`config.mk`:
```
export PLATFORM = sky130hd
export DESIGN_NAME = mult_exec_unit_flat
export DESIGN_NICKNAME = d
export VERILOG_FILES = /design/src/rtl/tomasulo_pkg.sv /design/src/rtl/mult_exec_unit_if.sv /design/src/rtl/mult_step_core.sv /design/src/rtl/mult_exec_unit.sv /design/src/flat_wrapper.sv
export SDC_FILE = /design/constraint.sdc
export NUM_CORES = 1
export LEC_CHECK = 0
export CORE_MARGIN = 1
export CORE_UTILIZATION = 45
export DETAILED_ROUTE_END_ITERATION = 10
export PLACE_DENSITY = 0.65
export SYNTH_ARGS = -nofsm -noshare
export SYNTH_HDL_FRONTEND = slang
export SYNTH_SLANG_ARGS = --single-unit
```
`constraint.sdc`:
```
create_clock -name clk -period 7.4 [get_ports clk]
set_input_delay 1.11 -clock clk [delete_from_list [all_inputs] [get_ports clk]]
set_output_delay 1.11 -clock clk [all_outputs]
set_load 0.01 [all_outputs]
```
`src/rtl/tomasulo_pkg.sv`:
```
// Shared definitions for the Tomasulo datapath slice.
//   DATA_W / TAG_W : machine word and reservation-station tag widths.
//   Tag constants  : NOTAG (0) plus one tag per reservation-station entry.
//   mult_state_e   : multiplier unit FSM states.
package tomasulo_pkg;

    localparam int unsigned DATA_W = 64;
    localparam int unsigned TAG_W  = 4;

    localparam logic [3:0] NOTAG  = 4'd0;
    localparam logic [3:0] ADD_1  = 4'd1;
    localparam logic [3:0] ADD_2  = 4'd2;
    localparam logic [3:0] ADD_3  = 4'd3;
    localparam logic [3:0] MULT_1 = 4'd4;
    localparam logic [3:0] MULT_2 = 4'd5;
    localparam logic [3:0] LD_1   = 4'd6;
    localparam logic [3:0] LD_2   = 4'd7;
    localparam logic [3:0] LD_3   = 4'd8;
    localparam logic [3:0] ST_1   = 4'd9;
    localparam logic [3:0] ST_2   = 4'd10;

    typedef enum logic [1:0] {
        IDLE = 2'd0,
        BUSY = 2'd1,
        DONE = 2'd2
    } mult_state_e;

endpackage

```
`src/rtl/mult_exec_unit_if.sv`:
```
// Handshake bundle between the multiply reservation station / CDB arbiter and
// the multiplier execution unit.
//   in_valid/in_a/in_b/in_tag : dispatch from the station.
//   unit_ready                : back to the station (multiplier_ready).
//   cdb_req/_tag/_data        : broadcast request to the CDB arbiter.
//   cdb_grant                 : arbiter grant.
//   busy                      : unit is not idle.
// Modport slave is the unit's view; master is the station/arbiter side.
interface mult_exec_unit_if #(
    parameter int unsigned DATA_W = tomasulo_pkg::DATA_W,
    parameter int unsigned TAG_W  = tomasulo_pkg::TAG_W
);
    logic              in_valid;
    logic [DATA_W-1:0] in_a;
    logic [DATA_W-1:0] in_b;
    logic [TAG_W-1:0]  in_tag;
    logic              unit_ready;
    logic              cdb_req;
    logic [TAG_W-1:0]  cdb_req_tag;
    logic [DATA_W-1:0] cdb_req_data;
    logic              cdb_grant;
    logic              busy;

    modport master (
        output in_valid, in_a, in_b, in_tag, cdb_grant,
        input  unit_ready, cdb_req, cdb_req_tag, cdb_req_data, busy
    );

    modport slave (
        input  in_valid, in_a, in_b, in_tag, cdb_grant,
        output unit_ready, cdb_req, cdb_req_tag, cdb_req_data, busy
    );

endinterface

```
`src/rtl/mult_step_core.sv`:
```
// One combinational shift-add step of the iterative multiplier.
//   acc, a_sh, b_sh, step_cnt : current engine state.
//   acc_nxt                   : acc + a_sh * (low BITS_PER_STEP bits of b_sh).
//   a_nxt / b_nxt             : multiplicand shifted left, multiplier shifted right.
//   cnt_nxt                   : step_cnt + 1.
//   last                      : this step is the final one.
module mult_step_core #(
    parameter int unsigned DATA_W        = 64,
    parameter int unsigned BITS_PER_STEP = 4,
    parameter bit          EARLY_TERM    = 1'b1,
    parameter int unsigned CNT_W         = 4
) (
    input  logic [DATA_W-1:0] acc,
    input  logic [DATA_W-1:0] a_sh,
    input  logic [DATA_W-1:0] b_sh,
    input  logic [CNT_W-1:0]  step_cnt,
    output logic [DATA_W-1:0] acc_nxt,
    output logic [DATA_W-1:0] a_nxt,
    output logic [DATA_W-1:0] b_nxt,
    output logic [CNT_W-1:0]  cnt_nxt,
    output logic              last
);
    localparam int unsigned STEPS = DATA_W / BITS_PER_STEP;

    logic [BITS_PER_STEP-1:0] digit;
    logic [DATA_W-1:0]        partial;

    always_comb begin
        digit   = b_sh[BITS_PER_STEP-1:0];
        // Only the low DATA_W bits of the product are ever kept.
        partial = a_sh * DATA_W'(digit);
        acc_nxt = acc + partial;
        a_nxt   = a_sh << BITS_PER_STEP;
        b_nxt   = b_sh >> BITS_PER_STEP;
        cnt_nxt = step_cnt + CNT_W'(1);
        // Early exit once no multiplier bits remain; the step just taken
        // guarantees at least one step even for a zero multiplier.
        last    = (step_cnt == CNT_W'(STEPS - 1)) || (EARLY_TERM && (b_nxt == '0));
    end

endmodule

```
`src/rtl/mult_exec_unit.sv`:
```
// Multiplier functional unit between the multiply reservation station and the
// CDB arbiter. Accepts one tagged operation, computes the low DATA_W bits of
// A*B with an iterative shift-add engine, then holds a CDB request until it is
// granted.
//   clk, rst_n : clock, asynchronous active-low reset.
//   bus        : station/arbiter handshake (mult_exec_unit_if, slave view).
module mult_exec_unit #(
    parameter int unsigned DATA_W        = tomasulo_pkg::DATA_W,
    parameter int unsigned TAG_W         = tomasulo_pkg::TAG_W,
    parameter int unsigned BITS_PER_STEP = 4,
    parameter bit          EARLY_TERM    = 1'b1
) (
    input logic             clk,
    input logic             rst_n,
    mult_exec_unit_if.slave bus
);
    import tomasulo_pkg::*;

    localparam int unsigned STEPS = DATA_W / BITS_PER_STEP;
    localparam int unsigned CNT_W = (STEPS > 1) ? $clog2(STEPS) : 1;

    mult_state_e       state_q, state_d;
    logic [DATA_W-1:0] acc_q, acc_d;
    logic [DATA_W-1:0] a_sh_q, a_sh_d;
    logic [DATA_W-1:0] b_sh_q, b_sh_d;
    logic [TAG_W-1:0]  tag_q, tag_d;
    logic [CNT_W-1:0]  step_cnt_q, step_cnt_d;

    logic [DATA_W-1:0] acc_nxt, a_nxt, b_nxt;
    logic [CNT_W-1:0]  cnt_nxt;
    logic              last_step;

    mult_step_core #(
        .DATA_W        (DATA_W),
        .BITS_PER_STEP (BITS_PER_STEP),
        .EARLY_TERM    (EARLY_TERM),
        .CNT_W         (CNT_W)
    ) u_step (
        .acc      (acc_q),
        .a_sh     (a_sh_q),
        .b_sh     (b_sh_q),
        .step_cnt (step_cnt_q),
        .acc_nxt  (acc_nxt),
        .a_nxt    (a_nxt),
        .b_nxt    (b_nxt),
        .cnt_nxt  (cnt_nxt),
        .last     (last_step)
    );

    always_ff @(posedge clk or negedge rst_n) begin
        if (!rst_n) begin
            state_q    <= IDLE;
            acc_q      <= '0;
            a_sh_q     <= '0;
            b_sh_q     <= '0;
            tag_q      <= '0;
            step_cnt_q <= '0;
        end else begin
            state_q    <= state_d;
            acc_q      <= acc_d;
            a_sh_q     <= a_sh_d;
            b_sh_q     <= b_sh_d;
            tag_q      <= tag_d;
            step_cnt_q <= step_cnt_d;
        end
    end

    always_comb begin
        state_d          = state_q;
        acc_d            = acc_q;
        a_sh_d           = a_sh_q;
        b_sh_d           = b_sh_q;
        tag_d            = tag_q;
        step_cnt_d       = step_cnt_q;
        bus.unit_ready   = 1'b0;
        bus.cdb_req      = 1'b0;
        bus.cdb_req_tag  = '0;
        bus.cdb_req_data = '0;
        bus.busy         = 1'b1;

        unique case (state_q)
            IDLE: begin
                bus.unit_ready = 1'b1;
                bus.busy       = 1'b0;
                // A dispatch carrying NOTAG has nowhere to broadcast; drop it.
                if (bus.in_valid && (bus.in_tag != TAG_W'(NOTAG))) begin
                    acc_d      = '0;
                    a_sh_d     = bus.in_a;
                    b_sh_d     = bus.in_b;
                    tag_d      = bus.in_tag;
                    step_cnt_d = '0;
                    state_d    = BUSY;
                end
            end
            BUSY: begin
                acc_d      = acc_nxt;
                a_sh_d     = a_nxt;
                b_sh_d     = b_nxt;
                step_cnt_d = cnt_nxt;
                if (last_step) begin
                    state_d = DONE;
                end
            end
            DONE: begin
                bus.cdb_req      = 1'b1;
                bus.cdb_req_tag  = tag_q;
                bus.cdb_req_data = acc_q;
                // Station frees its entry on the same edge the result is broadcast.
                bus.unit_ready   = bus.cdb_grant;
                if (bus.cdb_grant) begin
                    state_d = IDLE;
                end
            end
            default: begin
                state_d = IDLE;
            end
        endcase
    end

endmodule

```
`src/flat_wrapper.sv`:
```
// flat-port wrapper written by rule: the top's interface ports become plain ports
module mult_exec_unit_flat import tomasulo_pkg::*;
#(
    parameter int unsigned DATA_W        = tomasulo_pkg::DATA_W,
    parameter int unsigned TAG_W         = tomasulo_pkg::TAG_W,
    parameter int unsigned BITS_PER_STEP = 4,
    parameter bit          EARLY_TERM    = 1'b1
)
  (clk, rst_n, bus_in_valid, bus_in_a, bus_in_b, bus_in_tag, bus_cdb_grant, bus_unit_ready, bus_cdb_req, bus_cdb_req_tag, bus_cdb_req_data, bus_busy);
  mult_exec_unit_if #(.DATA_W(DATA_W), .TAG_W(TAG_W)) bus_i ();
  input logic clk;
  input logic rst_n;
  input wire logic [$bits(bus_i.in_valid)-1:0] bus_in_valid;
  input wire logic [$bits(bus_i.in_a)-1:0] bus_in_a;
  input wire logic [$bits(bus_i.in_b)-1:0] bus_in_b;
  input wire logic [$bits(bus_i.in_tag)-1:0] bus_in_tag;
  input wire logic [$bits(bus_i.cdb_grant)-1:0] bus_cdb_grant;
  output wire logic [$bits(bus_i.unit_ready)-1:0] bus_unit_ready;
  output wire logic [$bits(bus_i.cdb_req)-1:0] bus_cdb_req;
  output wire logic [$bits(bus_i.cdb_req_tag)-1:0] bus_cdb_req_tag;
  output wire logic [$bits(bus_i.cdb_req_data)-1:0] bus_cdb_req_data;
  output wire logic [$bits(bus_i.busy)-1:0] bus_busy;
  assign bus_i.in_valid = bus_in_valid;
  assign bus_i.in_a = bus_in_a;
  assign bus_i.in_b = bus_in_b;
  assign bus_i.in_tag = bus_in_tag;
  assign bus_i.cdb_grant = bus_cdb_grant;
  assign bus_unit_ready = bus_i.unit_ready;
  assign bus_cdb_req = bus_i.cdb_req;
  assign bus_cdb_req_tag = bus_i.cdb_req_tag;
  assign bus_cdb_req_data = bus_i.cdb_req_data;
  assign bus_busy = bus_i.busy;
  mult_exec_unit #(.DATA_W(DATA_W), .TAG_W(TAG_W), .BITS_PER_STEP(BITS_PER_STEP), .EARLY_TERM(EARLY_TERM)) u_core (.clk(clk), .rst_n(rst_n), .bus(bus_i));
endmodule
```
==> results of run 1 <==
[cell usage after synthesis (all sizes together), types with 3 or more instances]
library cell	instances	area, um2
ha	68	851
nand2b	5	31.3
a21boi	3	22.5
nand3	50	255
clkbuf	125	469
or4	7	56.3
nor2	153	574
a21oi	68	344
o21a	7	52.6
and4	3	26.3
xnor2	36	315
nand2	375	1410
o211ai	7	62.6
or2	3	18.8
a31oi	128	807
a21o	34	255
a211o	4	35.0
nand4	13	81.3
dfrtp	202	5050
a211oi	4	30.0
nor3	11	55.1
o21ai	92	468
o2111ai	3	26.3
inv	315	1180
and3	7	43.8
xor2	27	236
fa	182	3640
nor4	17	106
and2	305	1910
a31o	3	26.3
o21bai	18	135
nor2b	9	56.3
[cells by family after synthesis]
family,Yosys count
buffers and inverters,442
xor gates and xnor gates,63
muxes,1
and+or+nand+nor,964
DFF,202
AOI/OAI and AO/OA,392
adders and majority gates,250
[sequential cells by signal, indices dropped and copies added, names as in the netlist]
name and count:
u_core.tag_q 4, u_core.a_sh_q 64, u_core.state_q 2, u_core.acc_q 64, u_core.step_cnt_q 4, u_core.b_sh_q 64
[worst min-delay path: stages (launching register included)]
cell and delay (ps):
sky130_fd_sc_hd__dfrtp_1 340, sky130_fd_sc_hd__nand2_1 50, sky130_fd_sc_hd__nand2_1 50
[worst max-delay path by stage]
stage                                   endpoint  slack, ps  depth (start not counted)
finish              u_core.acc_q[50]$_DFFE_PN0P_       1430                         18
global route        u_core.acc_q[60]$_DFFE_PN0P_       1210                         19
global placement    u_core.acc_q[50]$_DFFE_PN0P_       1150                         18
detailed placement  u_core.acc_q[50]$_DFFE_PN0P_       1060                         18
floorplan           u_core.acc_q[57]$_DFFE_PN0P_       2230                         19
CTS                 u_core.acc_q[50]$_DFFE_PN0P_       1010                         18
[cell type report]
class	count	area (um2)	area share, %
sequential	202	5060	22.7
tap	532	666	2.99
multi-input combinational	1670	12200	54.9
inverter	315	1180	5.31
antenna	1	2.50	0.0112
clock inverter	11	179	0.804
clock buffer	37	782	3.51
timing repair buffer	216	2170	9.73
[per-stage QoR]
| step | hold WS, ps | area [um2] |
|---|---|---|
| after CTS | 475 | 22300 |
| final | 474 | 22300 |
| after global placement | 453 | 21300 |
| after floorplan | 437 | 18900 |
| after detailed placement | 460 | 21300 |
| after global routing | 494 | 22300 |
[routing by layer]
metal / vias to the layer above / routed length, um / global-route usage (%)
li1: 7619 / - / -
met1: 7924 / 23700 / 34.4
met2: 412 / 23900 / 40.3
met3: 78 / 3010 / 4.55
met4: 6 / 942 / 5.66
met5: - / 36 / 0
==> out/qor.csv, run 1 <==
metric,value,unit
cts_resized,0,
grt_pass1_wl,84.6,mm
path_common_cell,sky130_fd_sc_hd__fa_1,
grt_antenna_before_repair,3,
synth-seq-cells,202,
hold_buffer_count_at_cts,0,
finish.utilization,54.2,%
number_of_sinks_handled_by_clock_tree_synthesis,202,
relSlewSlack,22.8,%
initial_core_util,46.0,%
cts.clk_slew.worst_paths,60,ps
floorplan.core_area,41100,um2
chipWidth,207,um
ys_types,66,
tns,0,ps
most-common-layout-cells,"sky130_fd_sc_hd__nand2_1 (375), sky130_fd_sc_hd__inv_1 (315), sky130_fd_sc_hd__and2_1 (303)",
critical_path.endpoint_type,flop,
final_hold_viols,0,
cp_data_arrival_time,6390,ps
floorplan.io_pins,207,
grt_max_degree,261,
post-route-period-util,80.7,%
cts_setup_buffers,0,
gr-total-overflow,0,
critical-path-max-stage-delay,890,ps
postLayoutSetupSlackWorst,1430,ps
largest_family_of_logic_cells_by_synthesized_area,simple AND/OR/NAND/NOR gates,
ant_nets,0,
worstHoldStart,u_core.tag_q[1]$_DFFE_PN0P_,
dp_hpwl,37.4,mm
cts_h_tree_depth,1,
routed_wire_length_per_instance,17.3,um
syn_inst,2314,
postSynthNetCount,2700,
critPathTopFamily,adder cells,
placedCellCount,2935,
routed_wl,51.6,mm
compound_gate_fraction_of_synth_area,13.1,%
drv.max_cap_violation_count,0,
yosys-mux-area-fraction,0.0529,%
maximum_buffer_depth_of_the_clock_tree,3,
most_common_cell_after_layout_fill_and_taps_aside,sky130_fd_sc_hd__nand2_1,
track_usage,24.8,%
drv_slew,0,
number_of_flops_mapped_to_enable_cells_by_yosys,0,
worst-setup-path-type,flop to flop,
final_cells,2984,
timing.critical_path.cells,and2_1 -> fa_1 -> fa_1 -> inv_1 -> fa_1 -> inv_1 -> ha_1 -> a21o_1 -> a31o_2 -> o2111a_1 -> nor4_1 -> o32ai_1 -> nor3b_1 -> o21ai_1 -> nor2b_1 -> a41oi_1 -> xor2_1 -> o21ai_1,
rsz_0062_raised_after_global_routing,false,
hold_path_class,flop to flop,
initialDrtViolationCount,1030,
critical_path.reg2reg.startpoint,u_core.b_sh_q[3]$_DFFE_PN0P_,
synth.avg_cell_area,8.17,um2
ff2ff_path_depth,18,
netlist_area,18900,um2
finalSetupViolCount,0,
std_cell_rows,74,
cp_num_buf_inv,2,
route.vias.total,16000,
async_flop_share,100,%
area_delta_synth_final,17.8,%
io_buffer_count,206,
path_max_fanout,41,
worst-endpoint-required,7820,ps
tightestPinTransition,1160,ps
synth_warnings,0,
cp-start-kind,flop,
synthAdderAreaFrac,23.8,%
dr.pass1.iters,7,
tritoncts,yes,
worstHoldPathCells,2,
synth-main-ff-cell,sky130_fd_sc_hd__dfrtp_1,
final_period_minus_worst_setup_slack,5970,ps
gp_routability_congestion,0.898,
synth_xor_xnor_area_share,2.92,%
status,completed,
crit_start,u_core.b_sh_q[3]$_DFFE_PN0P_,
cts_buffers,26,
worst_case_register_to_register_setup_slack,1430,ps
drive_above_1_share,3.30,%
slowest_stage,sky130_fd_sc_hd__dfrtp_2,
clock_latency_late_sink,570,ps
fin_nets,2817,
fin_worst_skew,9.99,ps
first_global_vias,16200,
synth_seq_area_share,26.7,%
critical_path.reg2reg.endpoint,u_core.acc_q[50]$_DFFE_PN0P_,
via_per_inst,5.38,
max_fclk,168,MHz
post_synthesis_share_of_cell_area_spent_on_and_or_nand_and_nor_gates,24.7,%
holdPathEnd,u_core.tag_q[1]$_DFFE_PN0P_,
drcViolationCount,0,
ctsRootBufferMaster,sky130_fd_sc_hd__clkbuf_16,
fp.dieH,207,um
fp.dieArea,42800,um2
final.fill_count,3838,
dp_worst_setup_slack,1060,ps
Power of run 1 is not shown: default switching activity piles up to over one toggle a cycle in this logic, so the estimate is an artifact.
==> run 2, diff against run 1 <==
Clock period 7.4 ns to 6 ns, I/O delays scaled along.
==> out/qor.csv, run 2 (same netlist as run 1, synthesis figures left out) <==
metric,value,unit
status,completed,
route.vias.total,16100,
routed_wl,51.4,mm
dpl-instance-area,21400,um2
cts_setup_buffers,0,
path_max_fanout,62,
grt_max_degree,287,
cp-start-kind,flop,
fin_worst_skew,24.9,ps
critical_path.endpoint_type,flop,
track_usage,24.9,%
final.fill_count,3840,
gp_routability_congestion,0.907,
fin_nets,2825,
via_per_inst,5.37,
cts_h_tree_depth,1,
floorplan.core_area,41100,um2
cts_buffers,25,
fp.dieH,207,um
hold_slack,439,ps
final_hold_viols,0,
area_delta_synth_final,17.6,%
routed_wire_length_per_instance,17.2,um
number_of_sinks_handled_by_clock_tree_synthesis,202,
worst-endpoint-required,6490,ps
tritoncts,yes,
post-route-period-util,94.4,%
drv.max_cap_violation_count,0,
largestRegisters,"u_core.a_sh_q x64, u_core.acc_q x64, u_core.b_sh_q x64",
first_global_vias,16200,
cp_data_arrival_time,6160,ps
tightestPinTransition,1130,ps
cts.clk_slew.worst_paths,60,ps
final_period_minus_worst_setup_slack,5670,ps
ctsRootBufferMaster,sky130_fd_sc_hd__clkbuf_16,
finalSetupViolCount,0,
most_common_cell_after_layout_fill_and_taps_aside,sky130_fd_sc_hd__nand2_1,
io_buffer_count,206,
max_fclk,176,MHz
fp.dieArea,42800,um2
gr-total-overflow,0,
chipWidth,207,um
initialDrtViolationCount,1035,
relSlewSlack,24.8,%
maximum_buffer_depth_of_the_clock_tree,3,
hold_path_class,input port to async pin,
drive_above_1_share,3.42,%
worst-setup-path-type,flop to flop,
grt_pass1_wl,84.6,mm
tns,0,ps
rsz_0062_raised_after_global_routing,false,
initial_core_util,46.0,%
drv_slew,0,
ant_nets,0,
drcViolationCount,0,
dp_hpwl,38.0,mm
postLayoutCellArea,22200,um2
std_cell_rows,74,
clock_latency_late_sink,570,ps
most-common-layout-cells,"sky130_fd_sc_hd__nand2_1 (375), sky130_fd_sc_hd__inv_1 (315), sky130_fd_sc_hd__and2_1 (303)",
grt_antenna_before_repair,3,
floorplan.io_pins,207,
dr.pass1.iters,10,
-- run 2: changes by cell type in the layout (fill, tap and decap cells not counted), sizes merged --
cell / previous run / this run
clkbuf: 38 / 33
bufinv: 4 / 3
clkinvlp: 2 / 0
inv: 315 / 316
clkinv: 5 / 8
buf: 10 / 19
-- run 2: path summary, 6_finish.rpt --
path | start | to | slack (ps) | cells past startpoint
setup / recovery | u_core.b_sh_q[2]$_DFFE_PN0P_ | u_core.acc_q[57]$_DFFE_PN0P_ | 330 | 19
hold / removal | rst_n | u_core.a_sh_q[39]$_DFFE_PN0P_ | 440 | 1
setup reg to reg | u_core.b_sh_q[2]$_DFFE_PN0P_ | u_core.acc_q[57]$_DFFE_PN0P_ | 330 | 19
hold reg to reg | u_core.tag_q[1]$_DFFE_PN0P_ | u_core.tag_q[1]$_DFFE_PN0P_ | 470 | 2
max in group asynchronous | rst_n | u_core.b_sh_q[31]$_DFFE_PN0P_ | 4320 | 2
min in group clk | u_core.tag_q[1]$_DFFE_PN0P_ | u_core.tag_q[1]$_DFFE_PN0P_ | 470 | 2
-- run 2: stage by stage --
stage / instances / util (%) / setup slack (ps)
3_3_place_gp: 2944 / 52.0 / 455
5_1_grt: 2988 / 54.1 / 41.6
4_1_cts: 2988 / 54.1 / 350
2_1_floorplan: 2314 / - / 831
6_report: 2989 / 54.1 / 334
3_5_place_dp: 2944 / 52.0 / 371
-- run 2: cell type report --
cell class | count | area [um2] | area share [%]
Sequential cell | 202 | 5050 | 22.7
Timing Repair Buffer | 225 | 2250 | 10.1
Clock buffer | 32 | 692 | 3.11
Tap cell | 532 | 666 | 2.99
Inverter | 315 | 1180 | 5.32
Multi-Input combinational cell | 1670 | 12200 | 55.0
Clock inverter | 12 | 158 | 0.709
Antenna cell | 1 | 2.50 | 0.0113
-- run 2: critical path: stages (launching register included) --
cell,delay [ps]
sky130_fd_sc_hd__dfrtp_1,380
sky130_fd_sc_hd__buf_12,270
sky130_fd_sc_hd__and2_1,200
sky130_fd_sc_hd__fa_1,430
sky130_fd_sc_hd__fa_1,490
sky130_fd_sc_hd__inv_1,50
sky130_fd_sc_hd__fa_1,480
sky130_fd_sc_hd__inv_1,40
sky130_fd_sc_hd__ha_1,340
sky130_fd_sc_hd__and2_4,190
sky130_fd_sc_hd__nand3_2,90
sky130_fd_sc_hd__nor2b_1,170
sky130_fd_sc_hd__a21oi_2,120
sky130_fd_sc_hd__or4_4,580
sky130_fd_sc_hd__o21ai_2,280
sky130_fd_sc_hd__a311oi_2,220
sky130_fd_sc_hd__o31ai_4,380
sky130_fd_sc_hd__a31oi_2,230
sky130_fd_sc_hd__or4_1,520
sky130_fd_sc_hd__nand3_1,100
-- run 2: routing by layer --
| metal | share of wire [%] | global-route usage, % | up-vias |
|---|---|---|---|
| met5 | 0.066 | 0 | - |
| met4 | 3.1 | 7.69 | 6 |
| met3 | 5.9 | 4.40 | 86 |
| met2 | 46 | 39.7 | 477 |
| met1 | 45 | 34.4 | 7845 |
| li1 | - | - | 7644 |
-- run 2: timing repair --
action | 4_1_cts | 5_1_grt
setup endpoints to repair | 0 | 2
hold buffers | 0 | 0
gates resized for setup | 0 | 1
Power of run 2 is left out for the same reason.
